### config.mk
export PLATFORM = sky130hd
export DESIGN_NAME = fpu_addsub_arbiter
export DESIGN_NICKNAME = d
export VERILOG_FILES = /design/src/rtl/fpu_addsub_arbiter.sv
export SDC_FILE = /design/constraint.sdc
export NUM_CORES = 1
export LEC_CHECK = 0
export ABC_CLOCK_PERIOD_IN_PS = 4590
export CAP_MARGIN = 20
export CORE_AREA = 2 2 168 170
export CTS_CLUSTER_DIAMETER = 40
export DETAILED_ROUTE_END_ITERATION = 16
export DIE_AREA = 0 0 170 172
export SLEW_MARGIN = 15
export SYNTH_ARGS = -nofsm -noshare
export SYNTH_HDL_FRONTEND = slang
export SYNTH_SLANG_ARGS = --single-unit
export TNS_END_PERCENT = 50
### constraint.sdc
create_clock -name clock -period 4.59 [get_ports clock]
set_input_delay 0.459 -clock clock [delete_from_list [all_inputs] [get_ports clock]]
set_output_delay 0.459 -clock clock [all_outputs]
set_load 0.05 [all_outputs]
### src/rtl/fpu_addsub_arbiter.sv
// Round-robin arbiter/sequencer sharing one multi-cycle FP add/sub unit among
// NUM_REQ requesters: grant, issue handshake, wait, result return, watchdog, drain.
module fpu_addsub_arbiter #(
    parameter int unsigned NUM_REQ = 4,
    parameter int unsigned IDX_W   = 2,
    parameter int unsigned TIMEOUT = 64
) (
    input  logic                   clock,
    input  logic                   reset,
    input  logic [NUM_REQ-1:0]     req,
    input  logic [NUM_REQ-1:0]     req_op,
    input  logic [32*NUM_REQ-1:0]  req_a,
    input  logic [32*NUM_REQ-1:0]  req_b,
    output logic [NUM_REQ-1:0]     gnt,
    output logic [NUM_REQ-1:0]     done,
    output logic [31:0]            result,
    output logic                   err,
    output logic                   fpu_start,
    output logic                   fpu_op,
    output logic [31:0]            fpu_a,
    output logic [31:0]            fpu_b,
    input  logic                   fpu_busy,
    input  logic                   fpu_ready,
    input  logic [31:0]            fpu_data,
    output logic                   arb_busy,
    output logic [IDX_W-1:0]       cur_id,
    output logic [15:0]            op_count
);

    localparam int unsigned TMO_W = $clog2(TIMEOUT);

    typedef enum logic [2:0] {
        S_IDLE,
        S_ISSUE,
        S_WAIT,
        S_DONE,
        S_DRAIN
    } state_e;

    state_e            state_q, state_d;
    logic [IDX_W-1:0]  last_q, last_d;
    logic [IDX_W-1:0]  cur_id_q, cur_id_d;
    logic              fpu_op_q, fpu_op_d;
    logic [31:0]       fpu_a_q, fpu_a_d;
    logic [31:0]       fpu_b_q, fpu_b_d;
    logic [31:0]       result_q, result_d;
    logic              err_q, err_d;
    logic [15:0]       op_count_q, op_count_d;
    logic [TMO_W-1:0]  tmo_q, tmo_d;

    logic [IDX_W-1:0]  pick_idx, cand_idx;
    logic              pick_found;
    logic              grant_ok;
    logic              tmo_hit;

    // Search starts just after the last winner, so it has lowest priority.
    always_comb begin
        pick_found = 1'b0;
        pick_idx   = '0;
        cand_idx   = '0;
        for (int unsigned off = 1; off <= NUM_REQ; off++) begin
            cand_idx = IDX_W'((32'(last_q) + off) % NUM_REQ);
            if (!pick_found && req[cand_idx]) begin
                pick_found = 1'b1;
                pick_idx   = cand_idx;
            end
        end
    end

    assign grant_ok = (state_q == S_IDLE) && pick_found && !fpu_busy && !fpu_ready;
    // Counter value one before TIMEOUT-1: the abort lands on the cycle it would reach it.
    assign tmo_hit  = (tmo_q == TMO_W'(TIMEOUT - 2));

    always_ff @(posedge clock or posedge reset) begin
        if (reset) begin
            state_q <= S_IDLE;
        end else begin
            state_q <= state_d;
        end
    end

    always_comb begin
        state_d = state_q;
        case (state_q)
            S_IDLE:  if (grant_ok) state_d = S_ISSUE;
            S_ISSUE: begin
                if (tmo_hit)       state_d = S_DONE;
                else if (fpu_busy) state_d = S_WAIT;
            end
            S_WAIT:  if (fpu_ready || tmo_hit) state_d = S_DONE;
            S_DONE:  state_d = err_q ? S_DRAIN : S_IDLE;
            S_DRAIN: if (!fpu_busy && !fpu_ready) state_d = S_IDLE;
            default: state_d = S_IDLE;
        endcase
    end

    always_comb begin
        last_d     = last_q;
        cur_id_d   = cur_id_q;
        fpu_op_d   = fpu_op_q;
        fpu_a_d    = fpu_a_q;
        fpu_b_d    = fpu_b_q;
        result_d   = result_q;
        err_d      = err_q;
        op_count_d = op_count_q;
        tmo_d      = tmo_q;
        case (state_q)
            S_IDLE: begin
                if (grant_ok) begin
                    last_d   = pick_idx;
                    cur_id_d = pick_idx;
                    fpu_op_d = req_op[pick_idx];
                    fpu_a_d  = req_a[32*pick_idx +: 32];
                    fpu_b_d  = req_b[32*pick_idx +: 32];
                    tmo_d    = '0;
                end
            end
            S_ISSUE: begin
                tmo_d = tmo_q + TMO_W'(1);
                if (tmo_hit) begin
                    result_d = '0;
                    err_d    = 1'b1;
                end
            end
            S_WAIT: begin
                tmo_d = tmo_q + TMO_W'(1);
                // Counted on entry to DONE so the count already includes the op being returned.
                if (fpu_ready) begin
                    result_d = fpu_data;
                    err_d    = 1'b0;
                    if (op_count_q != 16'hFFFF) op_count_d = op_count_q + 16'd1;
                end else if (tmo_hit) begin
                    result_d = '0;
                    err_d    = 1'b1;
                end
            end
            default: ;
        endcase
    end

    always_ff @(posedge clock or posedge reset) begin
        if (reset) begin
            last_q     <= IDX_W'(NUM_REQ - 1);
            cur_id_q   <= '0;
            fpu_op_q   <= 1'b0;
            fpu_a_q    <= '0;
            fpu_b_q    <= '0;
            result_q   <= '0;
            err_q      <= 1'b0;
            op_count_q <= '0;
            tmo_q      <= '0;
        end else begin
            last_q     <= last_d;
            cur_id_q   <= cur_id_d;
            fpu_op_q   <= fpu_op_d;
            fpu_a_q    <= fpu_a_d;
            fpu_b_q    <= fpu_b_d;
            result_q   <= result_d;
            err_q      <= err_d;
            op_count_q <= op_count_d;
            tmo_q      <= tmo_d;
        end
    end

    // Grant is a same-cycle pulse; operands are sampled at the end of that cycle.
    always_comb begin
        gnt       = '0;
        done      = '0;
        fpu_start = (state_q == S_ISSUE);
        arb_busy  = (state_q != S_IDLE);
        if (grant_ok && !reset) gnt[pick_idx] = 1'b1;
        if (state_q == S_DONE)  done[cur_id_q] = 1'b1;
    end

    assign result   = result_q;
    assign err      = err_q;
    assign fpu_op   = fpu_op_q;
    assign fpu_a    = fpu_a_q;
    assign fpu_b    = fpu_b_q;
    assign cur_id   = cur_id_q;
    assign op_count = op_count_q;

endmodule

==> impl_metrics.toml <==
[status]
status = "completed"

[clocking]
cts_resized = 0
cts_sinks = 127
cts.repair_timing.setup_buffer_count = 0
h-tree-depth = 4
clock_tree_from_tritoncts = "done"
cts.path.max_buffers = 2
cts.root.buffer_cell = "sky130_fd_sc_hd__clkbuf_16"
clk_pin_slew_worst_paths_ps = 70
postCtsHoldBufs = 0
cts-buffers-inserted = 17
worstSkewPairLatency_ps = 430

[synthesis]
yosys_warnings = 0
post_synth_num_cell_types = 54
synth_async_sr_flop_share_pct = 100
synth_cells = 713
synth.ff_latch_count = 127
synth_area_um2 = 7170
synthesis.area_per_instance_um2 = 10.1
synth_edf_count = 0
synth_top_flop_cell = "sky130_fd_sc_hd__dfrtp_1"
net_count_of_the_mapped_netlist = 1016
synth-seq-area-share_pct = 44.3

[floorplan]
placeableCoreArea_um2 = 27500
die-height_um = 172
io-pin-count = 426
initial_cell_density_of_the_core_pct = 26.1
die_area_um2 = 29200
die_width_um = 170
rows = 61

[routing]
drt-vias-per-instance = 5.19
routedWlPerCell_um = 22.1
dr.pass1.iters = 5
drt-initial-drc-count = 578
final_antenna_net_count = 0
drt_drc_violations_left = 0
vias = 7584
totalWireLength_um = 32400

[setup_path]
critical_path_peak_fanout = 9
cp.required_ps = 4130
end_kind = "output port"
crit_arrival_ps = 3010
startpoint_type = "primary input"
crit_type = "primary input to output port"

[sta]
finalSetupViolations = 0
finalCritPeriodShare_pct = 75.6
fin_worst_skew_ps = 12.7
max_clock_freq_ghz = 0.288
slew-limit-headroom_pct = 39.4
final_min_period_ps = 3470
worst_pin_slew_ps = 910
setup_total_negative_slack_ps = 0
report.final.hold_viol_count = 0
slew_violations = 0
grt_setup_unrepaired = "no"

[layout]
final_layout_size_suffix_gt1_share_pct = 11.7
layout_commonest_cell = "sky130_fd_sc_hd__clkdlybuf4s50_1"
fin_util_pct = 44.6
final.fill_count = 2665
finish.net_count = 1401
area_growth_from_synthesis_to_layout_pct = 70.8
final_cell_mix = "424 x sky130_fd_sc_hd__clkdlybuf4s50_1, 125 x sky130_fd_sc_hd__dfrtp_1, 82 x sky130_fd_sc_hd__nor2_1"

[pwr]
ir_worst_vdd_uv = 243
power.static_leakage_nw = 4.70
total_power_mw = 7.89
power-per-cell-area_nw_per_um2 = 644

[placed_design]
port_buffers = 425
place_hpwl_um = 22900
gp_congestion = 0.833

[run]
max_cap_violations = 0

[global_routing]
grt_overflow = 0
grt_use_total_pct = 21.2
grt_first_pass_wirelength_um = 46500
grt_pass1_vias = 7514
grt_start_max_net_pins = 68
grt_antenna_before_repair = 6

[worst_hold_path]
hp-class = "primary input to asynchronous set/reset pin"
## sequential cells by signal, indices dropped and copies added, names as in the netlist
| register | flops |
|---|---|
| cur_id | 2 |
| err | 1 |
| fpu_a | 32 |
| fpu_b | 32 |
| fpu_op | 1 |
| last_q | 2 |
| op_count | 16 |
| result | 32 |
| state_q | 3 |
| tmo_q | 6 |
## layout make-up
class | instances | area, um2 | area share [%]
repair buffers | 440 | 4360 | 35.6
multi-input cells | 504 | 3630 | 29.7
flip-flops and latches | 127 | 3180 | 26.0
well taps | 346 | 433 | 3.53
clock buffers | 17 | 425 | 3.47
clock inverters | 15 | 168 | 1.37
inverters | 8 | 35.0 | 0.286
diodes | 5 | 12.5 | 0.102
## synthesized netlist by cell type (2+ instances only)
cell	number	area, um2
sky130_fd_sc_hd__xor2_1	6	52.6
sky130_fd_sc_hd__nand4_1	3	18.8
sky130_fd_sc_hd__and4_1	2	17.5
sky130_fd_sc_hd__a221oi_2	63	946
sky130_fd_sc_hd__a31oi_1	65	407
sky130_fd_sc_hd__nor2b_1	3	18.8
sky130_fd_sc_hd__xnor2_1	10	87.6
sky130_fd_sc_hd__nand3b_1	2	15.0
sky130_fd_sc_hd__and3_1	4	25.0
sky130_fd_sc_hd__nor4_1	3	18.8
sky130_fd_sc_hd__a211oi_1	5	37.5
sky130_fd_sc_hd__a2111oi_0	2	17.5
sky130_fd_sc_hd__a21o_1	2	15.0
sky130_fd_sc_hd__clkbuf_1	50	188
sky130_fd_sc_hd__nor3_1	9	45.0
sky130_fd_sc_hd__a21oi_1	11	55.1
sky130_fd_sc_hd__mux2_2	3	33.8
sky130_fd_sc_hd__dfrtp_1	125	3130
sky130_fd_sc_hd__nand3_1	10	50.1
sky130_fd_sc_hd__buf_2	13	65.1
sky130_fd_sc_hd__nand2b_1	7	43.8
sky130_fd_sc_hd__o21ai_0	7	35.0
sky130_fd_sc_hd__a22o_1	32	280
sky130_fd_sc_hd__nor3b_1	4	30.0
sky130_fd_sc_hd__o211ai_1	67	503
sky130_fd_sc_hd__nor2_1	82	308
sky130_fd_sc_hd__ha_1	3	37.5
sky130_fd_sc_hd__o21ba_2	2	20.0
sky130_fd_sc_hd__nand2_1	76	285
sky130_fd_sc_hd__buf_1	2	7.51
sky130_fd_sc_hd__inv_1	8	30.0
sky130_fd_sc_hd__dfstp_2	2	52.6
sky130_fd_sc_hd__buf_6	9	101
## routing by layer
| layer | share of wire [%] | GRT usage (%) | routed length (um) |
|---|---|---|---|
| met1 | 41 | 25.1 | 13100 |
| met2 | 49 | 36.3 | 15800 |
| met3 | 8.3 | 6.43 | 2690 |
| met4 | 2.5 | 8.10 | 806 |
| met5 | 0.040 | 0 | 13 |
## critical path, stage by stage
cell and delay (ps):
sky130_fd_sc_hd__clkdlybuf4s50_1 690, sky130_fd_sc_hd__nor4_1 190, sky130_fd_sc_hd__or4_4 530, sky130_fd_sc_hd__nor3_1 230, sky130_fd_sc_hd__clkdlybuf4s50_1 910
## cells by family after synthesis
group / share of synthesized area (%)
xor gates and xnor gates: 1.95
buffers and inverters: 5.46
and+or+nand+nor: 13.5
AOI/OAI and AO/OA: 33.8
muxes: 0.471
DFF: 44.3
adders and majority gates: 0.523
## final timing paths
kind	from	endpoint	slack, ps	depth (start not counted)
setup / recovery	req[2]	gnt[3]	1120	5
hold / removal	reset	fpu_b[15]	480	2
setup reg to reg	last_q[1]	fpu_b[14]	1790	6
hold reg to reg	result[9]	result[9]	500	1
max in group asynchronous	reset	fpu_b[6]	2420	4
min in group clock	req[3]	fpu_b[15]	490	3
## where the power goes
part | total (mW) | internal (mW) | switching (mW)
Clock | 1.41 | 0.775 | 0.632
Combinational | 4.51 | 1.56 | 2.95
Sequential | 1.97 | 1.61 | 0.361
## stage by stage
| step | hold slack (ps) | setup WS (ps) | area [um2] | instances |
|---|---|---|---|---|
| 4_1_cts | 483 | 1070 | 12200 | 1457 |
| 6_report | 477 | 1120 | 12200 | 1462 |
| 3_3_place_gp | 482 | 1080 | 11600 | 1425 |
| 2_1_floorplan | 504 | 231 | 7170 | 713 |
| 5_1_grt | 508 | 1020 | 12200 | 1462 |
| 3_5_place_dp | 484 | 1080 | 11600 | 1425 |
No activity file was read; power rests on OpenSTA's default activity.
==> RTL change: new RTL, same flow settings <==
The parameter `NUM_REQ` goes from 4 to 2.
--- a/src/rtl/fpu_addsub_arbiter.sv
+++ b/src/rtl/fpu_addsub_arbiter.sv
@@ -3,3 +3,3 @@
 module fpu_addsub_arbiter #(
-    parameter int unsigned NUM_REQ = 4,
+    parameter int unsigned NUM_REQ = 2,
     parameter int unsigned IDX_W   = 2,
Ports: changed (6 resized); port bits go from 426 to 290. No check against the original RTL was run, so the function may have changed too.
==> RTL change against the original RTL <==
Worst setup slack improved by 0.18 ns; cell area shrank 23%; utilization down 10 points; combinational power fell by 24%; wire length is 44% lower; register-to-register slack gained 0.50 ns; sequential share of layout area rose by 7.4 points; area after synthesis shrank 22%; cell count shrank 22%; sequential cell count decreased by 2; total power is 16% lower; via count down 37%; largest power group unchanged.
==> RTL change: results (changes against the original RTL) <==
DR iter-0 viols=263 (-54%); r2r worst-path depth=4 (-2); worst slew pin tran=0.952 ns (+0.0424 ns); switching fraction of total power=46.4% (-3.6 points); reg-to-reg critical path startpoint=last_q[0]; type of the worst min-delay path=reg -> reg; top cells by count, synth=124 x dfrtp_1, 76 x nand2_1, 65 x mux2i_1; maximum number of pins on one net before global-route repair=109 (+60%); Fill cells=2,823 (+5.9%); final wirelength=18,000 µm (-44%); first-pass GRT wire length=27,700 µm (-40%); status=finished, final reports clean; Slowest Stage Delay on Critical Path=0.85 ns (-0.06 ns); vias in the first global route=4,918 (-35%); layout cell share with drive strength beyond 1=5.93% (-5.8 points); Final HPWL DP=13,100 µm (-43%); post-synthesis cell type count=47 (-13%); RePlAce Congestion=0.817 (-1.9%); CP startpoint=state_q[2]; sequential area share after synthesis=56.2% (+12 points); static leakage=4.05 nW (-14%); total global-route track usage=12.4% (-8.8 points); FF-to-FF End=fpu_a[20]; Synth Net Count=672 (-34%); DP Area=8780 µm² (-25%); top post-synthesis cells by area=dfrtp_1 56%, mux2i_1 12%, o21ai_0 5.7%; critical path arrival=2.83 ns (-0.18 ns); vias per inst=4.21 (-19%); clk_skew=0.0119 ns (-0.000857 ns); initial antenna violation count=1 (-5); nets@finish=950 (-32%); Peak VDD IR=0.000267 V (+10%); first-pass detailed-route iteration total=6 (+1); CP Max Fanout=28 (+19); reg2reg setup slack=2.29 ns (+0.50 ns); PortBufs=288 (-32%); CP delay by family, top=simple AND/OR/NAND/NOR gates; worst hold margin=0.477 ns (+0.0000120 ns)
RTL change: changes by cell type in the layout (fill, tap and decap cells not counted), moves of 6 or more:
cell             delta
o211ai_1           -66
nor2_1             -72
nand2b_1            -6
o21ai_0            +56
mux2i_1            +65
buf_4              -10
a31oi_1            -63
a221oi_2           -63
clkdlybuf4s50_1   -136
nor3_1              -7
o21ai_1             +8
RTL change: cell type report:
| cell class | instances | area (µm²) | area share [%] |
|---|---|---|---|
| flip-flops and latches | 125 | 3130 | 33.4 |
| repair buffers | 293 | 2920 | 31.1 |
| multi-input cells | 337 | 2270 | 24.3 |
| clock buffers | 18 | 439 | 4.68 |
| well taps | 346 | 433 | 4.62 |
| clock inverters | 14 | 154 | 1.64 |
| inverters | 5 | 23.8 | 0.254 |
| diodes | 1 | 2.50 | 0.0267 |
RTL change: tightest hold or removal path: cells and delay by family (launching register included):
family | cells | cell delay, ns
flip-flops | 1 | 0.34
AO/OA/AOI/OAI | 1 | 0.06
AND/OR/NAND/NOR | 1 | 0.04
RTL change: power by group through the flow:
stage | logic, mW | registers [mW] | clock network (mW)
3_5_place_dp | 3.46 | 1.85 | 0
6_report | 3.42 | 1.84 | 1.38
5_1_grt | 3.61 | 1.91 | 1.50
4_1_cts | 3.46 | 1.84 | 1.44
3_3_place_gp | 3.44 | 1.84 | 0
2_1_floorplan | 0.764 | 3.26 | 0
RTL change: how the worst max path moves through the flow:
stage | end | cells past startpoint
after global routing | gnt[0] | 4
after CTS | gnt[0] | 4
after detailed placement | gnt[0] | 5
after floorplan | gnt[1] | 2
after global placement | gnt[0] | 5
final | gnt[0] | 4
RTL change: logic make-up after synthesis:
logic type / count (synthesis) / share of synthesized area, %
buffers and inverters: 39 / 3.48
DFF: 125 / 56.2
other: 1 / 0.0673
AOI/OAI and AO/OA: 123 / 14.2
xor gates and xnor gates: 17 / 2.67
muxes: 67 / 12.1
adders and majority gates: 3 / 0.674
and+or+nand+nor: 126 / 10.7
RTL change: routing by layer:
metal  vias up  global-route usage [%]  share of wire, %  wire, µm
met1      2280                    14.4                41      7350
met5         -                       0                 0         0
met3        20                    3.69               5.5       985
li1       2338                       -                 -         -
met2       162                    21.7                51      9250
met4         0                    4.65               2.4       425
RTL change: metrics by stage:
stage	power [mW]	worst slack (ns)	std cells
after floorplan	4.03	0.397	501
after global placement	5.28	1.25	1106
after detailed placement	5.31	1.23	1106
after CTS	6.75	1.18	1138
after global routing	7.02	1.00	1138
final	6.64	1.30	1139
